## src/rtl/alu_rr_sched_if.sv

```systemverilog
// Request/response bundle between the requester pool (master) and alu_rr_sched (slave).
// Flat per-requester slices: op [2i+1:2i], a/b [16i+15:16i], data [32i+31:32i].
interface alu_rr_sched_if #(
    parameter int NREQ = 4
);
    logic [NREQ-1:0]    req_valid;
    logic [NREQ-1:0]    req_ready;
    logic [2*NREQ-1:0]  req_op;
    logic [16*NREQ-1:0] req_a;
    logic [16*NREQ-1:0] req_b;
    logic [NREQ-1:0]    rsp_valid;
    logic [NREQ-1:0]    rsp_ready;
    logic [32*NREQ-1:0] rsp_data;
    logic [NREQ-1:0]    busy;

    modport master (
        output req_valid, req_op, req_a, req_b, rsp_ready,
        input  req_ready, rsp_valid, rsp_data, busy
    );

    modport slave (
        input  req_valid, req_op, req_a, req_b, rsp_ready,
        output req_ready, rsp_valid, rsp_data, busy
    );
endinterface

```

## src/rtl/alu_rr_sched.sv

```systemverilog
// Round-robin issue of requester ops onto one shared 2-cycle ALU; ALU_SCHED_HOLD_EN holds idle ALU inputs.
// Latency: grant in cycle T drives the ALU combinationally, rsp_valid rises in T+LAT+1.
// Backpressure: one op in flight per requester; busy blocks re-grant until the response is consumed.
module alu_rr_sched #(
    parameter int NREQ = 4,
    parameter int LAT  = 2
) (
    input  logic          clk,
    input  logic          reset,
    alu_rr_sched_if.slave bus,
    output logic [1:0]    alu_op,
    output logic [15:0]   alu_a,
    output logic [15:0]   alu_b,
    input  logic [31:0]   alu_y
);
    localparam int IW  = (NREQ > 1) ? $clog2(NREQ) : 1;
    localparam int IW1 = IW + 1;

    logic [IW-1:0]      ptr;
    logic [NREQ-1:0]    busy_q;
    logic [NREQ-1:0]    rsp_vld_q;
    logic [32*NREQ-1:0] rsp_dat_q;
    logic [LAT-1:0]     tag_vld;
    logic [IW-1:0]      tag_id [LAT];

    logic [NREQ-1:0] elig;
    logic            gnt_vld;
    logic [IW-1:0]   gnt_id;
    logic [NREQ-1:0] gnt_oh;
    logic [IW1-1:0]  scan;
    logic [1:0]      win_op;
    logic [15:0]     win_a;
    logic [15:0]     win_b;

    // Gating with reset keeps req_ready low while reset is held.
    assign elig = bus.req_valid & ~busy_q & {NREQ{reset}};

    always_comb begin
        gnt_vld = 1'b0;
        gnt_id  = '0;
        scan    = '0;
        for (int k = 0; k < NREQ; k++) begin
            scan = {1'b0, ptr} + IW1'(k);
            if (scan >= IW1'(NREQ)) begin
                scan = scan - IW1'(NREQ);
            end
            if (!gnt_vld && elig[scan[IW-1:0]]) begin
                gnt_vld = 1'b1;
                gnt_id  = scan[IW-1:0];
            end
        end
    end

    always_comb begin
        gnt_oh = '0;
        win_op = '0;
        win_a  = '0;
        win_b  = '0;
        for (int i = 0; i < NREQ; i++) begin
            if (gnt_vld && gnt_id == IW'(i)) begin
                gnt_oh[i] = 1'b1;
                win_op    = bus.req_op[2*i +: 2];
                win_a     = bus.req_a[16*i +: 16];
                win_b     = bus.req_b[16*i +: 16];
            end
        end
    end

    always_ff @(posedge clk or negedge reset) begin
        if (!reset) begin
            ptr       <= '0;
            busy_q    <= '0;
            rsp_vld_q <= '0;
            rsp_dat_q <= '0;
            tag_vld   <= '0;
            for (int s = 0; s < LAT; s++) begin
                tag_id[s] <= '0;
            end
        end else begin
            if (gnt_vld) begin
                ptr <= (gnt_id == IW'(NREQ - 1)) ? '0 : gnt_id + IW'(1);
            end
            tag_vld[0] <= gnt_vld;
            tag_id[0]  <= gnt_id;
            for (int s = 1; s < LAT; s++) begin
                tag_vld[s] <= tag_vld[s-1];
                tag_id[s]  <= tag_id[s-1];
            end
            // Capture and consume never target the same requester: busy blocks a second issue.
            for (int i = 0; i < NREQ; i++) begin
                if (rsp_vld_q[i] && bus.rsp_ready[i]) begin
                    rsp_vld_q[i] <= 1'b0;
                    busy_q[i]    <= 1'b0;
                end
                if (gnt_oh[i]) begin
                    busy_q[i] <= 1'b1;
                end
                if (tag_vld[LAT-1] && tag_id[LAT-1] == IW'(i)) begin
                    rsp_vld_q[i]          <= 1'b1;
                    rsp_dat_q[32*i +: 32] <= alu_y;
                end
            end
        end
    end

`ifdef ALU_SCHED_HOLD_EN
    logic [1:0]  hold_op;
    logic [15:0] hold_a;
    logic [15:0] hold_b;

    always_ff @(posedge clk or negedge reset) begin
        if (!reset) begin
            hold_op <= '0;
            hold_a  <= '0;
            hold_b  <= '0;
        end else if (gnt_vld) begin
            hold_op <= win_op;
            hold_a  <= win_a;
            hold_b  <= win_b;
        end
    end

    // Idle cycles replay the last issue so the ALU inputs do not toggle.
    assign alu_op = gnt_vld ? win_op : hold_op;
    assign alu_a  = gnt_vld ? win_a  : hold_a;
    assign alu_b  = gnt_vld ? win_b  : hold_b;
`else
    assign alu_op = gnt_vld ? win_op : 2'b0;
    assign alu_a  = gnt_vld ? win_a  : 16'h0;
    assign alu_b  = gnt_vld ? win_b  : 16'h0;
`endif

    assign bus.req_ready = gnt_oh;
    assign bus.rsp_valid = rsp_vld_q;
    assign bus.rsp_data  = rsp_dat_q;
    assign bus.busy      = busy_q;
endmodule

```

## src/flat_wrapper.sv

```systemverilog
// flat-port wrapper written by rule: the top's interface ports become plain ports
module alu_rr_sched_flat 
#(
    parameter int NREQ = 4,
    parameter int LAT  = 2
)
  (clk, reset, alu_op, alu_a, alu_b, alu_y, bus_req_valid, bus_req_op, bus_req_a, bus_req_b, bus_rsp_ready, bus_req_ready, bus_rsp_valid, bus_rsp_data, bus_busy);
  alu_rr_sched_if #(.NREQ(NREQ)) bus_i ();
  input  logic clk;
  input  logic reset;
  output logic [1:0] alu_op;
  output logic [15:0] alu_a;
  output logic [15:0] alu_b;
  input  logic [31:0] alu_y;
  input wire logic [$bits(bus_i.req_valid)-1:0] bus_req_valid;
  input wire logic [$bits(bus_i.req_op)-1:0] bus_req_op;
  input wire logic [$bits(bus_i.req_a)-1:0] bus_req_a;
  input wire logic [$bits(bus_i.req_b)-1:0] bus_req_b;
  input wire logic [$bits(bus_i.rsp_ready)-1:0] bus_rsp_ready;
  output wire logic [$bits(bus_i.req_ready)-1:0] bus_req_ready;
  output wire logic [$bits(bus_i.rsp_valid)-1:0] bus_rsp_valid;
  output wire logic [$bits(bus_i.rsp_data)-1:0] bus_rsp_data;
  output wire logic [$bits(bus_i.busy)-1:0] bus_busy;
  assign bus_i.req_valid = bus_req_valid;
  assign bus_i.req_op = bus_req_op;
  assign bus_i.req_a = bus_req_a;
  assign bus_i.req_b = bus_req_b;
  assign bus_i.rsp_ready = bus_rsp_ready;
  assign bus_req_ready = bus_i.req_ready;
  assign bus_rsp_valid = bus_i.rsp_valid;
  assign bus_rsp_data = bus_i.rsp_data;
  assign bus_busy = bus_i.busy;
  alu_rr_sched #(.NREQ(NREQ), .LAT(LAT)) u_core (.clk(clk), .reset(reset), .bus(bus_i), .alu_op(alu_op), .alu_a(alu_a), .alu_b(alu_b), .alu_y(alu_y));
endmodule
```

## config.mk

```make
export PLATFORM = sky130hd
export DESIGN_NAME = alu_rr_sched_flat
export DESIGN_NICKNAME = d
export VERILOG_FILES = /design/src/rtl/alu_rr_sched_if.sv /design/src/rtl/alu_rr_sched.sv /design/src/flat_wrapper.sv
export SDC_FILE = /design/constraint.sdc
export NUM_CORES = 1
export LEC_CHECK = 0
export ABC_CLOCK_PERIOD_IN_PS = 4500
export CAP_MARGIN = 0
export CORE_MARGIN = 4
export CORE_UTILIZATION = 40
export CTS_CLUSTER_DIAMETER = 50
export CTS_CLUSTER_SIZE = 28
export DETAILED_ROUTE_END_ITERATION = 8
export PLACE_DENSITY = 0.82
export SETUP_SLACK_MARGIN = 0.5
export SLEW_MARGIN = 20
export SYNTH_ARGS = -nofsm -noshare
export SYNTH_HDL_FRONTEND = slang
export SYNTH_SLANG_ARGS = --single-unit
```

## constraint.sdc

```tcl
create_clock -name clk -period 4.5 [get_ports clk]
set_input_delay 0.9 -clock clk [delete_from_list [all_inputs] [get_ports clk]]
set_output_delay 0.9 -clock clk [all_outputs]
set_load 0.05 [all_outputs]
```

==> results of run 1 <==
==> worst paths after layout <==
kind,startpoint,end,slack (ns),cells past startpoint
setup / recovery,bus_req_valid[3],alu_b[12],0.56,13
hold / removal,reset,u_core.tag_id[3],0.28,1
setup reg to reg,u_core.tag_id[0],u_core.bus.rsp_data[2],2.36,3
hold reg to reg,u_core.tag_id[3],u_core.tag_id[1],0.36,0
max in group asynchronous,reset,u_core.bus.rsp_data[36],2.60,3
min in group clk,u_core.tag_id[3],u_core.tag_id[1],0.36,0
==> report_power, final <==
part	internal, mW	total (mW)	switching [mW]
Combinational	2.51	6.49	3.98
Clock	0.872	1.43	0.559
Sequential	1.94	2.33	0.392
Total	5.32	10.3	4.93
==> synth_stat cells (all sizes together) <==
library cell,n
nand3,3
a21o,1
nor3b,2
o31ai,1
a31o,3
inv,43
a22o,5
buf,17
nand2b,2
nand3b,3
nor2b,3
ha,4
a22oi,1
o21ai,5
a221oi,34
dfrtp,144
nand2,41
and3,1
a21oi,35
a211o,34
clkbuf,22
mux2,129
and2,5
==> flip-flops by register name (all words and copies together) (netlist names) <==
register and cells:
u_core.bus.rsp_data 128, u_core.tag_vld 2, u_core.ptr 2, u_core.tag_id 4, u_core.bus.rsp_valid 4, u_core.bus.busy 4
==> per-layer routing <==
metal	GRT usage, %	routed length, microns
met5	0	0
met1	27.39	8607
met2	46.25	12940
met3	7.096	1851
met4	11.86	926
==> logic make-up after synthesis <==
logic type,after synthesis,synth area share [%]
DFF,144,54.29
muxes,129,21.94
AOI/OAI and AO/OA,119,13.65
buffers and inverters,82,5.108
and+or+nand+nor,60,4.260
adders and majority gates,4,0.7540
==> cell type report <==
type	count	area (sq um)	area share (%)
timing repair buffer	378	3966	33.27
sequential	144	3603	30.23
multi-input combinational	312	3307	27.74
clock buffer	20	466.7	3.915
tap	216	270.3	2.267
inverter	43	161.4	1.354
clock inverter	12	146.4	1.228
==> repair_timing <==
| item | CTS | global route |
|---|---|---|
| setup endpoints to repair | 34 | 33 |
| cloned | 3 | 1 |
| buffers inserted | 5 | 1 |
| pin swaps | 37 | 19 |
| gates resized for setup | 77 | 21 |
==> results.yml, run 1 <==
place:
  dp.cells: 1083
  dpl-instance-area_sq_um: 10750
  dp_hpwl_microns: 17990
  gp_congestion: 0.8988
  port_buffers: 351
  dp_slack_ns: -0.02800
route:
  route.detailed.drc: 0
  ant_nets: 0
  firstDrtPassIters: 4
  drt-total-wl_microns: 24320
  drt_iter0_drc: 184
  via_per_inst: 5.322
  vias: 5987
  post_drt_wl_per_cell_microns: 21.62
final_layout:
  n_antenna_cell: 0
  fin_nets: 1078
  fillers: 979
  layout_common_cells: "clkdlybuf4s50_1 (308), dfrtp_1 (144), mux2_2 (128)"
  drive_gt1_share_pct: 33.66
  final_util_pct: 74.24
  fin_area_sq_um: 11920
  stdcell_count: 1125
  area.growth.synth_to_final_pct: 79.60
  final_common_cell: "clkdlybuf4s50_1"
setup_path:
  criticalPathCategory: "input pin to primary output"
  critPathMaxStageDelay_ns: 0.29
  cp_cell_sequence: "clkdlybuf4s15_1 -> nand3b_1 -> a31o_2 -> a21oi_4 -> nand2_2 -> ha_4 -> nor2b_4 -> buf_6 -> buf_16 -> a221oi_2 -> a211o_1 -> a21oi_4 -> buf_6"
  cp_data_arrival_time_ns: 3.04
  critical_path.top_delay_family: "compound AO/OA/AOI/OAI gates"
  critical_path_buf_inv_count: 4
  cp-start-kind: "input pin"
  slowest_stage: "a221oi_2"
  cp.required_ns: 3.60
  worst_setup_path_end_kind: "primary output"
  crit_path_max_fanout: 6
sta:
  tightest_slew_ns: 1.029
  fin_skew_ns: 0.01013
  fmax_mhz: 253.7
  rsz0062_at_grt: "no"
  slew_headroom_pct: 31.35
  setup_ws_ns: 0.5588
  min_period_ns: 3.941
  whs_ns: 0.2839
  setup_violations: 0
  finalCritPeriodShare_pct: 87.58
  fin_tns_setup_ns: 0
  hold_viol: 0
  drv_slew: 0
global_routing:
  grt_pass1_wl_microns: 36000
  grt_pass1_vias: 6487
  gr-usage-all-layers_pct: 25.49
  antenna_found_initial: 0
  grt_max_degree: 86
  overflow: 0
synthesis:
  synth_top_cell_by_area: "dfrtp_1"
  synth_area_leaders: "dfrtp_1 (54%), mux2_2 (22%), a211o_1 (4.5%)"
  syn-num-nets: 720
  ys_ff_latch: 144
  syn_area_per_cell_sq_um: 12.34
  syn_area_sq_um: 6638
  ys_seq_area_share_pct: 54.29
  synth_top_area_share_pct: 54.29
  yosysUniqueCellTypes: 29
  synth_warnings: 0
  synth_cells: 538
clock_tree:
  cts-buffers-inserted: 17
  cts_tree: "yes"
  cts_hold_buffers: 0
  htree_levels: 4
  clkSinkCount: 144
  root_buffer: "clkbuf_16"
  clk_pin_slew_ns: 0.06
  clk_latency_ns: 0.42
  cts.path.max_buffers: 2
die:
  num_rows: 46
  io-pin-count: 352
  coreArea_sq_um: 16060
  die_h_microns: 136.8
  dieArea_sq_um: 18720
  start_util_pct: 41.34
  fp.dieW_microns: 136.8
pwr:
  p_leak_nw: 4.928
  p_per_area_nw_per_um2: 859.9
  total_power_mw: 10.25
  peakVddDrop_mv: 0.4993
flow_run:
  drv_cap: 0
hold_path:
  hp-class: "input pin to asynchronous set/reset pin"
status:
  status: "complete, no violations"
No activity file was read; power rests on OpenSTA's default activity.
==> inputs of run 2 (changes only) <==
Settings changed: CAP_MARGIN 0 to not set.
==> results of run 2 <==
Final layout, timing and power as in run 1 (identical DEF).
==> inputs of run 3 (changes only) <==
Settings changed: ABC_AREA set to 1, CORE_UTILIZATION 40 to 43.
==> results.yml, run 3 <==
sta:
  slew_headroom_pct: 35.94
  finalCritPeriodShare_pct: 94.44
  tightest_slew_ns: 0.9608
  drv_slew: 0
  fmax_mhz: 235.3
  rsz0062_at_grt: "yes"
  fin_tns_setup_ns: 0
  min_period_ns: 4.250
  hold_viol: 0
  setup_violations: 0
  fin_skew_ns: 0.008742
clock_tree:
  htree_levels: 4
  clk_latency_ns: 0.41
  cts_tree: "yes"
  root_buffer: "clkbuf_16"
  cts_hold_buffers: 0
  clk_pin_slew_ns: 0.06
  cts-buffers-inserted: 17
  cts.path.max_buffers: 2
  clkSinkCount: 144
route:
  firstDrtPassIters: 5
  route.detailed.drc: 0
  via_per_inst: 5.098
  ant_nets: 0
  drt_iter0_drc: 474
  post_drt_wl_per_cell_microns: 17.81
  vias: 8009
  drt-total-wl_microns: 27990
die:
  io-pin-count: 352
  coreArea_sq_um: 17960
  start_util_pct: 43.71
  num_rows: 49
  fp.dieW_microns: 143.1
  dieArea_sq_um: 20490
  die_h_microns: 143.1
global_routing:
  antenna_found_initial: 2
  met1_usage_pct: 30.08
  grt_max_degree: 79
  grtUsageMet3_pct: 7.301
  overflow: 0
  grt_pass1_vias: 7802
  grt-busiest-layer: "met2"
  gr-usage-all-layers_pct: 25.92
  use_met2_pct: 45.18
  grt_pass1_wl_microns: 41950
setup_path:
  criticalPathCategory: "input pin to primary output"
  crit_path_max_fanout: 6
  cp_data_arrival_time_ns: 3.35
  cp.required_ns: 3.60
  cp-start-kind: "input pin"
  worst_setup_path_end_kind: "primary output"
synthesis:
  synth_top_area_share_pct: 45.89
  synth_warnings: 0
  synthTopCellsByCount: "nand2_1 (265), o21ai_0 (161), dfrtp_1 (144)"
  synth_xor_area_share_pct: 0
  yosysUniqueCellTypes: 25
  syn-num-nets: 1158
  synth_top_cell_by_area: "dfrtp_1"
  ys.flop_type: "dfrtp_1"
  synth_cells: 976
  synth_adder_area_share_pct: 0.6373
  synth_area_leaders: "dfrtp_1 (46%), nand2_1 (13%), o21ai_0 (10%)"
  ys_ff_latch: 144
  synth_top_family_by_area: "simple AND/OR/NAND/NOR gates"
  synth_simple_gate_area_share_pct: 27.61
  yosys.cell_count.top_type: "nand2_1"
  syn_area_per_cell_sq_um: 8.046
  muxShareOfSynthArea_pct: 0
  ys_seq_area_share_pct: 45.89
  synth-edff-count: 0
  syn_area_sq_um: 7853
  synth-compound-area-share_pct: 14.42
  async_reset_ff_share_pct: 100.0
place:
  port_buffers: 351
  gp_congestion: 0.8426
  dp_hpwl_microns: 19100
status:
  status: "complete, no violations"
final_layout:
  area.growth.synth_to_final_pct: 71.43
  largest_reg_flops: 128
  layout_common_cells: "clkdlybuf4s50_1 (308), nand2_1 (233), o21ai_0 (157)"
  final_common_cell: "clkdlybuf4s50_1"
  fin_nets: 1509
  fillers: 1240
  seqCellArea_sq_um: 3605
  drive_gt1_share_pct: 23.88
  multi_input_area_sq_um: 3956
hold_path:
  hp-class: "flop to flop"
flow_run:
  drv_cap: 0
[run 3: final timing paths]
kind / from / to / slack (ns) / depth (start not counted)
worst max-delay path: reset / alu_b[5] / 0.25 / 20
worst min-delay path: u_core.tag_id[2] / u_core.tag_id[0] / 0.35 / 0
worst max register to register: u_core.ptr[1] / u_core.bus.busy[0] / 2.16 / 14
worst min register to register: u_core.tag_id[2] / u_core.tag_id[0] / 0.35 / 0
max in group asynchronous: reset / u_core.bus.rsp_data[121] / 2.25 / 4
min in group asynchronous: reset / u_core.bus.busy[0] / 0.38 / 2
[run 3: per-layer routing]
| layer | up-vias | routed length (microns) |
|---|---|---|
| met3 | 64 | 2568 |
| met5 | - | 0 |
| met2 | 354 | 14210 |
| met1 | 3778 | 10170 |
| met4 | 0 | 1037 |
| li1 | 3813 | - |
[run 3: cells by family after synthesis]
logic type                 after synthesis
and+or+nand+nor                        441
buffers and inverters                  189
DFF                                    144
adders and majority gates                4
AOI/OAI and AO/OA                      198
[run 3: repair_timing]
| item | 4_1_cts | 5_1_grt |
|---|---|---|
| gates resized for setup | 58 | 70 |
| cloned | 6 | 4 |
| pin swaps | 19 | 52 |
| endpoints found under the setup margin | 37 | 35 |
| setup buffers | 11 | 10 |
| hold endpoints to repair | 0 | 0 |
[run 3: critical path: stages]
cell       delay, ns
buf_12          0.12
nand2_4         0.04
nor2_2          0.03
nand2_1         0.09
nand2_2         0.08
o21ai_4         0.17
buf_6           0.12
nand4_1         0.14
o21ai_2         0.19
nor2_2          0.07
buf_6           0.12
ha_4            0.18
buf_12          0.15
clkbuf_16       0.17
nor2_1          0.11
nand3_1         0.10
nand2_1         0.13
nand2_1         0.10
a21oi_4         0.16
buf_12          0.15
[run 3: cell type report]
cell class	instances	area share, %
repair buffers	402	34.13
diodes	2	0.03718
multi-input cells	643	29.39
clock inverters	14	0.9387
well taps	229	2.128
clock buffers	18	3.262
inverters	119	3.337
flip-flops and latches	144	26.78
[run 3: through the flow]
step | cell area (sq um) | cells | worst slack (ns) | hold slack, ns | util [%]
finish | 13460 | 1571 | 0.2501 | 0.3482 | 74.94
global route | 13460 | 1571 | 0.1340 | 0.3649 | 74.94
CTS | 13060 | 1555 | 0.4329 | 0.3504 | 72.70
detailed placement | 12090 | 1506 | 0.07196 | 0.3371 | 67.28
global placement | 12090 | 1506 | 0.1278 | 0.3337 | 67.28
floorplan | 8128 | 976 | 0.5001 | 0.3312 | -
Power of run 3 is not shown: default switching activity piles up to over one toggle a cycle in this logic, so the estimate is an artifact.
